===== config.mk =====
export PLATFORM = sky130hd
export DESIGN_NAME = block_lock_ctrl
export DESIGN_NICKNAME = d
export VERILOG_FILES = /design/src/rtl/pcs_66b_pkg.sv /design/src/rtl/hi_ber_monitor.sv /design/src/rtl/block_lock_ctrl.sv
export SDC_FILE = /design/constraint.sdc
export NUM_CORES = 1
export LEC_CHECK = 0
export BUFFER_PORTS_ARGS = -buffer_cell sky130_fd_sc_hd__clkbuf_2
export CORE_ASPECT_RATIO = 1.1
export CORE_MARGIN = 8
export CORE_UTILIZATION = 54
export CTS_BUF_LIST = sky130_fd_sc_hd__clkbuf_8
export CTS_CLUSTER_SIZE = 28
export DETAILED_ROUTE_END_ITERATION = 7
export PLACE_DENSITY = 0.92
export SLEW_MARGIN = 20
export SYNTH_ARGS = -nofsm -noshare
export SYNTH_HDL_FRONTEND = slang
export SYNTH_SLANG_ARGS = --single-unit
export TNS_END_PERCENT = 50

===== constraint.sdc =====
create_clock -name clk -period 6.35 [get_ports clk]
set_clock_uncertainty 0.2 [all_clocks]
set_input_delay 0.9525 -clock clk [delete_from_list [all_inputs] [get_ports clk]]
set_output_delay 0.9525 -clock clk [all_outputs]
set_load 0.005 [all_outputs]

===== src/rtl/pcs_66b_pkg.sv =====
`default_nettype none
// ---------------------------------------------------------------------------
// | Module   : pcs_66b_pkg                                                  |
// | Purpose  : Shared 66b PCS definitions: sync-header codes, block-lock    |
// |            state encoding and the header validity check.                |
// | Revision : 1.0 - initial release                                        |
// ---------------------------------------------------------------------------
package pcs_66b_pkg;

   // Sync-header codes; the other two codes (00, 11) never occur in a
   // correctly aligned stream.
   localparam logic [1:0] SH_DATA = 2'b01;
   localparam logic [1:0] SH_CTRL = 2'b10;

   // Block-lock state machine encoding.
   typedef enum logic [1:0] {
      HUNT   = 2'd0,
      LOCKED = 2'd1,
      SLIP   = 2'd2
   } bl_state_e;

   // True for the two legal sync-header codes.
   function automatic bit sh_valid(input logic [1:0] sh);
      return (sh == SH_DATA) || (sh == SH_CTRL);
   endfunction

endpackage
`default_nettype wire


===== src/rtl/hi_ber_monitor.sv =====
`default_nettype none
// ---------------------------------------------------------------------------
// | Module   : hi_ber_monitor                                               |
// | Purpose  : Counts invalid sync headers over fixed periods of valid      |
// |            beats and flags a high bit-error rate.                       |
// | Revision : 1.0 - initial release                                        |
// ---------------------------------------------------------------------------
module hi_ber_monitor #(
   parameter int HIBER_WINDOW = 3125,
   parameter int HIBER_LIMIT  = 16
) (
   input  logic clk,
   input  logic reset,
   input  logic beat,
   input  logic sh_bad,
   output logic hi_ber
);

   localparam int c_beat_w = $clog2(HIBER_WINDOW + 1);
   localparam int c_err_w  = $clog2(HIBER_LIMIT + 1);

   localparam logic [c_beat_w-1:0] c_beat_last     = c_beat_w'(HIBER_WINDOW - 1);
   localparam logic [c_err_w-1:0]  c_err_limit     = c_err_w'(HIBER_LIMIT);
   localparam logic [c_err_w-1:0]  c_err_one_short = c_err_w'(HIBER_LIMIT - 1);

   logic [c_beat_w-1:0] r_beat_cnt;
   logic [c_err_w-1:0]  r_err_cnt;
   logic                r_hi_ber;
   logic                w_limit_hit;

   // Limit is met either already or by the error on the current beat.
   assign w_limit_hit = (r_err_cnt == c_err_limit) ||
                        (sh_bad && (r_err_cnt == c_err_one_short));

   // Period counting; the flag sets as soon as the limit is met and is only
   // re-evaluated (and possibly cleared) on the last beat of a period.
   always_ff @(posedge clk or posedge reset) begin
      if (reset) begin
         r_beat_cnt <= '0;
         r_err_cnt  <= '0;
         r_hi_ber   <= 1'b0;
      end else if (beat) begin
         if (r_beat_cnt == c_beat_last) begin
            r_beat_cnt <= '0;
            r_err_cnt  <= '0;
            r_hi_ber   <= w_limit_hit;
         end else begin
            r_beat_cnt <= r_beat_cnt + 1'b1;
            if (sh_bad && (r_err_cnt != c_err_limit)) begin
               r_err_cnt <= r_err_cnt + 1'b1;
            end
            if (w_limit_hit) begin
               r_hi_ber <= 1'b1;
            end
         end
      end
   end

   assign hi_ber = r_hi_ber;

endmodule
`default_nettype wire


===== src/rtl/block_lock_ctrl.sv =====
`default_nettype none
// ---------------------------------------------------------------------------
// | Module   : block_lock_ctrl                                              |
// | Purpose  : 66b block-lock controller. Watches sync headers on the       |
// |            gearbox output, slips the gearbox until alignment is found,  |
// |            then holds block_lock while monitoring header errors.        |
// |            Define BLOCK_LOCK_HIBER_EN to include the hi_ber monitor;    |
// |            otherwise hi_ber is tied low.                                |
// | Revision : 1.0 - initial release                                        |
// ---------------------------------------------------------------------------
module block_lock_ctrl #(
   parameter int LOCK_CNT     = 64,
   parameter int ERR_WINDOW   = 64,
   parameter int ERR_LIMIT    = 16,
   parameter int SLIP_WAIT    = 4,
   parameter int HIBER_WINDOW = 3125,
   parameter int HIBER_LIMIT  = 16
) (
   input  logic        clk,
   input  logic        reset,
   input  logic [65:0] s_axis_tdata,
   input  logic        s_axis_tvalid,
   output logic        slip,
   output logic        block_lock,
   output logic [15:0] sh_err_count,
   input  logic        err_count_clr,
   output logic        hi_ber
);

   import pcs_66b_pkg::*;

   localparam int c_good_w = $clog2(LOCK_CNT + 1);
   localparam int c_win_w  = $clog2(ERR_WINDOW + 1);
   localparam int c_bad_w  = $clog2(ERR_LIMIT + 1);
   localparam int c_wait_w = $clog2(SLIP_WAIT + 1);

   localparam logic [c_good_w-1:0] c_good_last = c_good_w'(LOCK_CNT - 1);
   localparam logic [c_win_w-1:0]  c_win_last  = c_win_w'(ERR_WINDOW - 1);
   localparam logic [c_bad_w-1:0]  c_bad_last  = c_bad_w'(ERR_LIMIT - 1);
   localparam logic [c_wait_w-1:0] c_wait_last = c_wait_w'(SLIP_WAIT - 1);

   localparam logic [1:0] c_st_hunt   = HUNT;
   localparam logic [1:0] c_st_locked = LOCKED;
   localparam logic [1:0] c_st_slip   = SLIP;

   logic [1:0]          r_state;
   logic [c_good_w-1:0] r_good_cnt;
   logic [c_win_w-1:0]  r_win_cnt;
   logic [c_bad_w-1:0]  r_bad_cnt;
   logic [c_wait_w-1:0] r_wait_cnt;
   logic                r_slip;
   logic                r_block_lock;
   logic [15:0]         r_sh_err_count;
   logic                w_sh_ok;
   logic                w_unused_payload;

   assign w_sh_ok          = sh_valid(s_axis_tdata[65:64]);
   // Payload passes straight to the descrambler; only the header matters here.
   assign w_unused_payload = ^s_axis_tdata[63:0];

   // Lock state machine; every counter advances only on valid beats.
   always_ff @(posedge clk or posedge reset) begin
      if (reset) begin
         r_state      <= c_st_hunt;
         r_good_cnt   <= '0;
         r_win_cnt    <= '0;
         r_bad_cnt    <= '0;
         r_wait_cnt   <= '0;
         r_slip       <= 1'b0;
         r_block_lock <= 1'b0;
      end else begin
         r_slip <= 1'b0;
         if (s_axis_tvalid) begin
            case (r_state)
               c_st_hunt: begin
                  if (!w_sh_ok) begin
                     r_state    <= c_st_slip;
                     r_slip     <= 1'b1;
                     r_good_cnt <= '0;
                     r_wait_cnt <= '0;
                  end else if (r_good_cnt == c_good_last) begin
                     r_state      <= c_st_locked;
                     r_block_lock <= 1'b1;
                     r_good_cnt   <= '0;
                     r_win_cnt    <= '0;
                     r_bad_cnt    <= '0;
                  end else begin
                     r_good_cnt <= r_good_cnt + 1'b1;
                  end
               end
               c_st_locked: begin
                  // The limit is tested first so that a limit-reaching error
                  // on the last beat of a window still drops lock.
                  if (!w_sh_ok && (r_bad_cnt == c_bad_last)) begin
                     r_state      <= c_st_slip;
                     r_slip       <= 1'b1;
                     r_block_lock <= 1'b0;
                     r_win_cnt    <= '0;
                     r_bad_cnt    <= '0;
                     r_wait_cnt   <= '0;
                  end else if (r_win_cnt == c_win_last) begin
                     r_win_cnt <= '0;
                     r_bad_cnt <= '0;
                  end else begin
                     r_win_cnt <= r_win_cnt + 1'b1;
                     if (!w_sh_ok) begin
                        r_bad_cnt <= r_bad_cnt + 1'b1;
                     end
                  end
               end
               c_st_slip: begin
                  // Beats still in the gearbox pipeline carry the old
                  // alignment, so their headers are not judged.
                  if (r_wait_cnt == c_wait_last) begin
                     r_state    <= c_st_hunt;
                     r_wait_cnt <= '0;
                     r_good_cnt <= '0;
                  end else begin
                     r_wait_cnt <= r_wait_cnt + 1'b1;
                  end
               end
               default: begin
                  r_state <= c_st_hunt;
               end
            endcase
         end
      end
   end

   // Saturating count of bad headers seen while locked; clear has priority.
   always_ff @(posedge clk or posedge reset) begin
      if (reset) begin
         r_sh_err_count <= '0;
      end else if (err_count_clr) begin
         r_sh_err_count <= '0;
      end else if (s_axis_tvalid && !w_sh_ok && r_block_lock &&
                   (r_sh_err_count != 16'hFFFF)) begin
         r_sh_err_count <= r_sh_err_count + 16'd1;
      end
   end

   assign slip         = r_slip;
   assign block_lock   = r_block_lock;
   assign sh_err_count = r_sh_err_count;

`ifdef BLOCK_LOCK_HIBER_EN
   logic w_sh_bad;

   assign w_sh_bad = s_axis_tvalid && !w_sh_ok;

   hi_ber_monitor #(
      .HIBER_WINDOW (HIBER_WINDOW),
      .HIBER_LIMIT  (HIBER_LIMIT)
   ) u_hi_ber_monitor (
      .clk    (clk),
      .reset  (reset),
      .beat   (s_axis_tvalid),
      .sh_bad (w_sh_bad),
      .hi_ber (hi_ber)
   );
`else
   // Monitor not built; its configuration is retained but has no effect.
   localparam int c_unused_hiber_cfg = HIBER_WINDOW + HIBER_LIMIT;

   assign hi_ber = 1'b0;
`endif

endmodule
`default_nettype wire


### Word level (Yosys, flattened, before mapping)

Cells that the tools add are included.

* add/subtract/negate cells: 5
* equal/unequal tests: 16
* mux-type cells: 34
* reductions and logical operators: 17

Operators with widths (number)
* $mux W7: 7
* $mux W16: 2
* $pmux W7 S2: 2
* $mux W5: 5
* $add A16 B1 Y16 const B: 1
* $ne A16 B16 Y1 const B: 1
* $add A7 B1 Y7 const B: 2
* $eq A7 B6 Y1 const B: 2
* $reduce_and A4 Y1: 3
* $ne A2 B2 Y1 const B: 5
* $pmux W5 S2: 1
* $reduce_and A5 Y1: 2
* $mux W3: 3
* $pmux W3 S3: 1
* $mux W2: 4
* $mux W1: 6
* $pmux W2 S3: 1
* $reduce_bool A2 Y1: 3
* $add A5 B1 Y5 const B: 1
* $eq A5 B4 Y1 const B: 1
* $eq A2 B1 Y1 const B: 2
* $eq A2 B2 Y1 const B: 2
* $logic_and A1 B1 Y1: 4
* $ne A4 B4 Y1 const B: 1
* other kinds (9): 10

* flip-flop bits (word level): 42
* input bits: 70
* output and inout port bits: 19
* logic and storage cells: 80

### Depth between registers and ports, before layout

Gate-level depths: netlist of the first run.

* depth after elaboration: 8
* mapped depth: 8
* depth with buffers taken out: 7

### Least setup slack after synthesis of the first run

Ideal clock, no wire load.

* kind: in2reg
* start point: input port s_axis_tdata[65]
* end point: register r_bad_cnt[3]
* library setup time: 0.069 ns
* arrival: 2.407 ns
* data required time: 6.081 ns
* slack: 3.674 ns
* stages: 6
* buffers on the path: 1
* cell sequence: xnor2_2 a211o_1 buf_6 or2_4 or4_1 nand3_1

* word-level cells in the longest chain between the ends: 6
* elaborated cells between the ends (all ways): 10
* classes of those cells: eq/ne (4); mux (2); reduce/logical (4)

Ends and longest elaborated chain
* from (decl): line block_lock_ctrl.sv:21 `input logic [65:0] s_axis_tdata,`
* $eq A2 B1 Y1 / $eq A2 B2 Y1 (equally long branches): line pcs_66b_pkg.sv:24 `return (sh == SH_DATA) || (sh == SH_CTRL);`
* $logic_or A1 B1 Y1 (*): line pcs_66b_pkg.sv:24
* $logic_not A1 Y1: line block_lock_ctrl.sv:94 `if (!w_sh_ok && (r_bad_cnt == c_bad_last)) begin`
* $logic_and A1 B1 Y1: line block_lock_ctrl.sv:94
* $ne A4 B4 Y1 (no line) / $mux W5 (equally long branches)
* $reduce_and A5 Y1 (no line) / $pmux W5 S2 (equally long branches)
* to (signal assigned): line block_lock_ctrl.sv:107 `r_bad_cnt <= r_bad_cnt + 1'b1;`
* to (decl): line block_lock_ctrl.sv:49 `logic [c_bad_w-1:0] r_bad_cnt;`

Mark *: on every way between the ends. The rest lies on a longest branch, timed or not.
A chain may end at the register's enable or synchronous reset.

### Worst setup path in the final report of the first run

Same ends and word-level chain as after synthesis.

==> metrics, run 1 <==
final-stage net count 339; DRC viols 0; Critical Path AT 2710 ps; syn_area_per_cell 9.46 um^2; Post-synth EDFFs 0; crit path from s_axis_tdata[65]; Max Clk Rate 373 MHz; highest-count cells in the layout ignoring fill and taps dfrtp_1 (42), nand2_1 (28), nor2_1 (23), clkbuf_2 (23), xor2_1 (12); TritonCTS clock tree yes; post-route setup TNS 0 ps; Max clock buf depth 2; final number of max-transition violations 0; Yosys top cell by area dfrtp_1; 1st-iter DRT viols 125; Worst-Margin Slew 863 ps; routability cong. 0.819; setup repair bufs after CTS 0; yosys synthesis warning count 0; HP Start r_wait_cnt[2]; largest net degree at the start of global routing 43; Filler cells 310; share of the synthesized area in the top cell type 0.463; antenna viol nets, final 0; Avg WL per Cell 14.6 um; r2r setup slk 3780 ps; grt ovf 0; syn nets 316; GRT Util Overall 0.151; CTS Hold Bufs 0; TritonRoute pass-1 iters 4; PD cells 272 mW/mm^2; clock network power share 0.265; Layout area overhead 10.9%; first-pass GRT wire length 8160 um; fin util 0.630; Sw Ratio 0.322; Most used DFF post-synth dfrtp_1; r2r endpoint r_bad_cnt[3]; RSZ-0062 raised after global routing false; Comb power frac 0.186; Initial Utilization 0.568; Clk Latency, worst-skew pair 300 ps; Die W 77.8 um; port bufs 23; max-cap viol count 0; vias in the first global route 1802; Detailed Place HPWL 3380 um; Reg clk slew, reported paths 80 ps; NetSw 0.000221 W; CP endpoint kind flop; share of cells above drive strength 1 0.140; initial antenna violation count 0; Critical Path RT 6380 ps; sequential power share 0.549; #FFs+latches synth 42; cells after synthesis 240; WHS Endpoint r_wait_cnt[2]; synth top area cells dfrtp_1 (46%), nand2_1 (4.6%), xor2_1 (4.6%); Max transition margin 0.416; Tmin final 2680 ps; # clock sinks 42; commonest non-fill, non-tap cell in the layout dfrtp_1; crit path max fanout 9; CP Class input port to flop; CP Launch Type input port; Die H 84.0 um; vias 1858; sequential area share after synthesis 0.463; Tcrit/Tclk final 0.422; Post-Route WL 4620 um; WHS Path Cells 1; Core ar. 0.00399 mm^2; peak supply drop 142 uV; die area 0.00654 mm^2; endpoints failing setup 0; H-tree depth 2; std cell rows 24; post-synth cell types 47; origin of the critical flop-to-flop path r_bad_cnt[0]; status complete, no violations; antenna diode count 0; vias per cell 5.88; io pins 89; ys async rst share 1.00; r2r worst-path depth 7; TritonCTS buffer count 5; synthesized area 0.00227 mm^2; cts repair resizes 0; clk root buf clkbuf_8; final hold vios 0; Hold WC Path Type flop to flop; Internal 0.000464 W; Pleak 1.14 nW
[through the flow]
stage / total power [W] / cells / instance area (um^2) / setup slack, ps / hold slack [ps]
floorplan: 0.000466 / 240 / 2270 / 3670 / 249
global placement: 0.000497 / 308 / 2420 / 3380 / 259
detailed placement: 0.000508 / 308 / 2420 / 3360 / 267
CTS: 0.000692 / 316 / 2510 / 3670 / 287
global route: 0.000731 / 316 / 2520 / 3560 / 298
finish: 0.000685 / 316 / 2520 / 3670 / 281
[cell usage after synthesis, types with 2 or more instances]
cell and instances:
nand4_1 10, nand3_1 11, and3_1 7, o21a_1 3
a22o_1 3, inv_1 6, nor3_1 6, o31ai_1 5
a21oi_1 6, a21boi_0 2, a21o_1 2, xor2_1 12
and4_1 2, ha_1 6, clkbuf_1 5, xnor2_1 6
nor2b_1 2, and2_1 5, dfrtp_1 42, nand2b_1 4
o311ai_0 2, o21ai_1 6, nand2_1 28, o21ai_0 10
nor2_1 23, o311ai_1 2, nor3b_1 4
[cell type report]
cell class	instances	area [um^2]	area share
multi-input combinational	184	1160	0.461
timing repair buffer	24	123	0.0487
inverter	6	22.5	0.00895
sequential	42	1050	0.417
clock buffer	6	82.6	0.0328
tap	52	65.1	0.0258
clock inverter	2	12.5	0.00497
[worst max path at each step]
stage                     cells after the start      endpoint  slack, ps
after CTS                                     6  r_bad_cnt[3]       3670
final                                         6  r_bad_cnt[3]       3670
after global placement                        6  r_bad_cnt[3]       3380
after global routing                          6  r_bad_cnt[3]       3560
after detailed placement                      6  r_bad_cnt[3]       3360
after floorplan                               6  r_bad_cnt[3]       3670
[routing by layer]
| metal | vias to the layer above | part of all wire | GRT usage |
|---|---|---|---|
| met5 | - | 0 | 0 |
| met4 | 0 | 0.016 | 0.0653 |
| met3 | 10 | 0.065 | 0.0453 |
| met2 | 47 | 0.50 | 0.256 |
| met1 | 892 | 0.42 | 0.168 |
| li1 | 909 | - | - |
[cell families (layout without fill, tap and decap cells)]
| group | count (synthesis) | count (layout) | synth area share |
|---|---|---|---|
| buffers and inverters | 14 | 38 | 0.0281 |
| and+or+nand+nor | 109 | 109 | 0.245 |
| adders and majority gates | 6 | 6 | 0.0331 |
| DFF | 42 | 42 | 0.463 |
| xor gates and xnor gates | 19 | 19 | 0.0766 |
| other | 1 | 1 | 0.00165 |
| AOI/OAI and AO/OA | 49 | 49 | 0.152 |
[flip-flops by register name (all words and copies together) (netlist names)]
signal and flops:
sh_err_count 16, r_good_cnt 7, r_win_cnt 7, r_bad_cnt 5
r_wait_cnt 3, r_state 2, block_lock 1, slip 1
[power by group through the flow]
stage | registers (W) | clock network (W) | logic [W]
after CTS | 0.000374 | 0.000188 | 0.000129
after global placement | 0.000375 | 0 | 0.000121
after global routing | 0.000385 | 0.000197 | 0.000149
final | 0.000376 | 0.000182 | 0.000128
after floorplan | 0.000360 | 0 | 0.000106
after detailed placement | 0.000379 | 0 | 0.000129
[worst max-delay path: stages]
cell      delay (ps)
clkbuf_2         110
xnor2_2          230
o41ai_4          440
o311ai_1         330
or4_1            550
nand3_1           90
Power figures use the tool's default switching activity.
==> run 2, diff against run 1 <==
- CORE_UTILIZATION: 54 -> 50
- PLACE_DENSITY: 0.92 -> 0.87
- clock period: 6.35 -> 2.65 ns (I/O delays scaled with it)
==> metrics, run 2 (synthesized netlist as in run 1, its figures left out) <==
Pleak 1.17 nW (+2.3%); Critical Path AT 2470 ps (-240 ps); peak supply drop 445 uV (+210%); WL met1 2040 um (+5.0%); critical path depth 7 (+1); status complete, no violations; buffer and inverter count on the worst path 0 (-1); CP endpoint kind flop; Comb power frac 0.194 (+0.008); CP Class flop to flop; vias 1837 (-1.1%); antenna viol nets, final 0 (unchanged); final number of max-transition violations 0 (unchanged); Largest register FFs 16 (unchanged); routability cong. 0.821 (+0.26%); DRC viols 0 (unchanged); antenna diode count 0 (unchanged); Initial Utilization 0.522 (-0.0463); cts repair resizes 0 (unchanged); cells along the critical path ha_1 -> and3_1 -> ha_1 -> a211o_1 -> or2_4 -> or4_1 -> nand3_1; largest net degree at the start of global routing 43 (unchanged); vias per cell 5.69 (-3.3%); # clock sinks 42 (unchanged); Die W 80.2 um (+3.1%); critical path's top delay family simple AND/OR/NAND/NOR gates; met2 wire len 2290 um (-0.57%); clock network power share 0.243 (-0.022); max-cap viol count 0 (unchanged); port bufs 23 (unchanged); die area 0.00695 mm^2 (+6.4%); TritonRoute pass-1 iters 4 (unchanged); CTS Hold Bufs 0 (unchanged); share of cells above drive strength 1 0.152 (+0.0123); vias in the first global route 1814 (+0.67%); endpoints failing setup 0 (unchanged); setup repair bufs after CTS 0 (unchanged); clk root buf clkbuf_8; initial antenna violation count 0 (unchanged); r2r worst-path depth 7 (unchanged); io pins 89 (unchanged); Sw Ratio 0.324 (+0.00190); crit path max fanout 4 (-5); Detailed Place HPWL 3350 um (-0.98%); Top Metal Used met4; Reg clk slew, reported paths 80 ps (about the same); Layout area overhead 12.0%; first-pass GRT wire length 8050 um (-1.4%); Max transition margin 0.603 (+0.187); 1st-iter DRT viols 54 (-57%); TritonCTS clock tree yes; Max clock buf depth 2 (unchanged); CP dominant cell by count ha_1; PD cells 630 mW/mm^2 (+130%); CP max-delay cell or4_1; Post-Place Cells 316 (+2.6%); Core ar. 0.00435 mm^2 (+8.9%); Post-Layout Inst Area 0.00254 mm^2 (+0.99%); Hold WC Path Type input port to async pin; WHS 3.50 ps (-278 ps); sequential power share 0.563 (+0.014); Post-Route WL 4650 um (+0.65%); post-route setup TNS 0 ps (unchanged); final hold vios 0 (unchanged); CP Launch Type flop; Filler cells 395 (+27%); GRT Util Overall 0.142 (-0.00822); final-stage net count 345 (+1.8%); NetSw 0.000519 W (+140%); Worst-Margin Slew 590 ps (-272 ps); Clk Latency, worst-skew pair 290 ps (about the same); Internal 0.00108 W (+130%); Finished Layout Cells 323 (+2.2%); Tmin final 2440 ps; Tcrit/Tclk final 0.921; std cell rows 25 (+4.2%); Avg WL per Cell 14.4 um (-1.5%); H-tree depth 2 (unchanged); Total Power 0.00160 W (+130%); routed wl met3 270 um (-10%); RSZ-0062 raised after global routing false; grt ovf 0 (unchanged); Die H 86.7 um (+3.2%); Area after DPL 0.00246 mm^2 (+2.0%); largest stage delay on the critical path 510 ps (-40 ps); commonest non-fill, non-tap cell in the layout dfrtp_1; TritonCTS buffer count 5 (unchanged); highest-count cells in the layout ignoring fill and taps dfrtp_1 (42), nand2_1 (28), nor2_1 (23), clkbuf_2 (23), xor2_1 (12); Critical Path RT 2680 ps (-3700 ps); Max Clk Rate 410 MHz
==> run 2: changes by cell type in the layout (fill, tap and decap cells not counted), sizes merged <==
cell      previous run  this run
buf                  1         7
clkbuf              29        28
clkinv               1         2
clkinvlp             1         0
==> run 2: worst paths after layout <==
| path | to | slack [ps] | start |
|---|---|---|---|
| worst max-delay path | r_bad_cnt[3] | 210 | r_bad_cnt[0] |
| worst min-delay path | sh_err_count[10] | 3 | reset |
| worst max register to register | r_bad_cnt[3] | 210 | r_bad_cnt[0] |
| worst min register to register | r_wait_cnt[2] | 280 | r_wait_cnt[2] |
| max in group asynchronous | r_win_cnt[6] | 1880 | reset |
| min in group clk | r_state[0] | 260 | s_axis_tvalid |
==> run 2: power groups by stage <==
stage          clock network, W  logic [W]  registers (W)
2_1_floorplan                 0   0.000255       0.000863
3_3_place_gp                  0   0.000294       0.000901
4_1_cts                0.000410   0.000315       0.000898
3_5_place_dp                  0   0.000316       0.000906
6_report               0.000390   0.000310       0.000902
5_1_grt                0.000433   0.000366       0.000923
==> run 2: area by class of cell <==
class                      count  area, um^2  area share
timing repair buffer          30         168      0.0659
multi-input combinational    184        1150       0.454
clock buffer                   5        68.8      0.0271
sequential                    42        1050       0.413
clock inverter                 2        10.0     0.00394
tap                           54        67.6      0.0266
inverter                       6        22.5     0.00886
==> run 2: worst register-to-register path, delay by kind of cell (launching register included) <==
family,cells,cell delay (ps)
and+or+nand+nor,4,1070
adders and majority gates,2,430
DFF,1,410
AOI/OAI and AO/OA,1,270
==> run 2: routing by layer <==
layer | GRT usage | vias up
li1 | - | 912
met1 | 0.165 | 883
met4 | 0.0513 | 0
met5 | 0 | -
met2 | 0.241 | 38
met3 | 0.0424 | 4
==> run 2: through the flow <==
stage	util	setup slack, ps
4_1_cts	0.585	204
3_5_place_dp	0.567	229
3_3_place_gp	0.567	256
5_1_grt	0.585	103
6_report	0.585	209
2_1_floorplan	-	213
==> run 3, diff against run 2 <==
- CORE_UTILIZATION: 50 -> 29
- PLACE_DENSITY: 0.87 -> 0.57
==> metrics, run 3 (synthesized netlist as in run 1, its figures left out) <==
std cell rows 34 (+36%); setup repair bufs after CTS 0 (unchanged); final-stage net count 347 (+0.58%); commonest non-fill, non-tap cell in the layout dfrtp_1; peak supply drop 234 uV (-47%); Hold WC Path Type input port to async pin; RSZ-0062 raised after global routing false; WHS -0.180 ps (-3.68 ps); cts repair resizes 0 (unchanged); CP Launch Type flop; post-route setup TNS 0 ps (unchanged); share of cells above drive strength 1 0.158 (+0.00567); clk root buf clkbuf_8; Largest register FFs 16 (unchanged); first-pass GRT wire length 8550 um (+6.3%); Die W 100 um (+25%); Max Clk Rate 413 MHz (+0.69%); final hold vios 3 (+3); largest stage delay on the critical path 500 ps (about the same); Die H 109 um (+26%); highest-count cells in the layout ignoring fill and taps dfrtp_1 (42), nand2_1 (28), nor2_1 (23), clkbuf_2 (23), xor2_1 (12); r2r setup slk 230 ps (+20 ps); initial antenna violation count 0 (unchanged); Core ar. 0.00774 mm^2 (+78%); Critical Path AT 2450 ps (-20 ps); Post-Route WL 4820 um (+3.7%); Avg WL per Cell 12.7 um (-12%); die area 0.0109 mm^2 (+57%); Pleak 1.19 nW (+1.7%); Area after DPL 0.00255 mm^2 (+3.4%); antenna diode count 0 (unchanged); endpoints failing setup 0 (unchanged); grt ovf 0 (unchanged); H-tree depth 2 (unchanged); CP endpoint kind flop; PD cells 615 mW/mm^2 (-2.3%); GRT Util Overall 0.0965 (-0.0460); Critical Path RT 2680 ps (about the same); largest net degree at the start of global routing 43 (unchanged); CTS Hold Bufs 0 (unchanged); Filler cells 819 (+110%); Post-Layout Inst Area 0.00264 mm^2 (+3.7%); Tcrit/Tclk final 0.915 (-0.00632); Max clock buf depth 2 (unchanged); port bufs 23 (unchanged); Worst-Margin Slew 538 ps (-52.5 ps); vias 1834 (-0.16%); Tmin final 2420 ps (-16.8 ps); fin util 0.341 (-0.244); 1st-iter DRT viols 62 (+15%); status finished with violations; # clock sinks 42 (unchanged); CP max-delay cell or4_1; TritonCTS buffer count 5 (unchanged); Reg clk slew, reported paths 80 ps (about the same); failing checks negative hold slack; final number of max-transition violations 0 (unchanged); antenna viol nets, final 0 (unchanged); CP dominant cell by count ha_1; Clk Latency, worst-skew pair 290 ps (about the same); cells along the critical path ha_1 -> and3_1 -> ha_1 -> a211o_1 -> or2_4 -> or4_1 -> nand3_1; CP Class flop to flop; TritonRoute pass-1 iters 4 (unchanged); Detailed Place HPWL 3550 um (+6.1%); vias per cell 4.83 (-15%); TritonCTS clock tree yes; r2r endpoint r_bad_cnt[3]; DRC viols 0 (unchanged); Initial Utilization 0.293 (-0.229); routability cong. 0.790 (-3.7%); vias in the first global route 1808 (-0.33%); r2r worst-path depth 7 (unchanged); Max transition margin 0.641 (+0.0381); io pins 89 (unchanged); origin of the critical flop-to-flop path r_bad_cnt[0]; Layout area overhead 16.2%; max-cap viol count 0 (unchanged); crit path max fanout 4 (unchanged)
## run 3: changes by cell type in the layout (fill, tap and decap cells not counted), sizes merged
cell	delta
buf	+2
clkbuf	+1
clkinv	-1
inv	+1
## run 3: how the worst max path moves through the flow
stage | startpoint | end
CTS | r_bad_cnt[0] | r_bad_cnt[3]
finish | r_bad_cnt[0] | r_bad_cnt[3]
detailed placement | r_bad_cnt[0] | r_bad_cnt[3]
floorplan | r_bad_cnt[0] | r_bad_cnt[3]
global route | r_bad_cnt[0] | r_bad_cnt[3]
global placement | r_bad_cnt[0] | r_bad_cnt[3]
## run 3: report_power, final
part	total [W]	switching [W]	internal (W)
registers	0.000901	0.000142	0.000760
clock network	0.000420	0.000213	0.000206
logic	0.000302	0.000157	0.000145
## run 3: critical path: cells and delay by family, from the launching register on
kind,cells,cell delay [ps]
compound gates,1,270
fa+ha+maj,2,420
flops,1,410
simple gates,4,1060
## run 3: cell type report
cell class,instances,area (um^2),share of cell area
clock buffers,6,82.6,0.0313
well taps,108,135,0.0512
flip-flops and latches,42,1050,0.398
inverters,6,22.5,0.00854
repair buffers,32,183,0.0693
multi-input cells,184,1150,0.438
clock inverters,2,8.76,0.00332
## run 3: through the flow
| step | worst slack, ps | total power [W] | instances | hold slack [ps] |
|---|---|---|---|---|
| 2_1_floorplan | 213 | 0.00112 | 240 | 249 |
| 3_3_place_gp | 250 | 0.00121 | 372 | 260 |
| 3_5_place_dp | 242 | 0.00122 | 372 | 266 |
| 4_1_cts | 211 | 0.00165 | 380 | 37.9 |
| 5_1_grt | 134 | 0.00176 | 380 | 65.3 |
| 6_report | 226 | 0.00162 | 380 | -0.180 |
## run 3: metal layers
metal	vias to the layer above	wire (um)	GRT usage
li1	914	-	-
met1	880	2250	0.118
met2	34	2220	0.157
met3	6	297	0.0294
met4	0	55	0.0357
met5	-	0	0
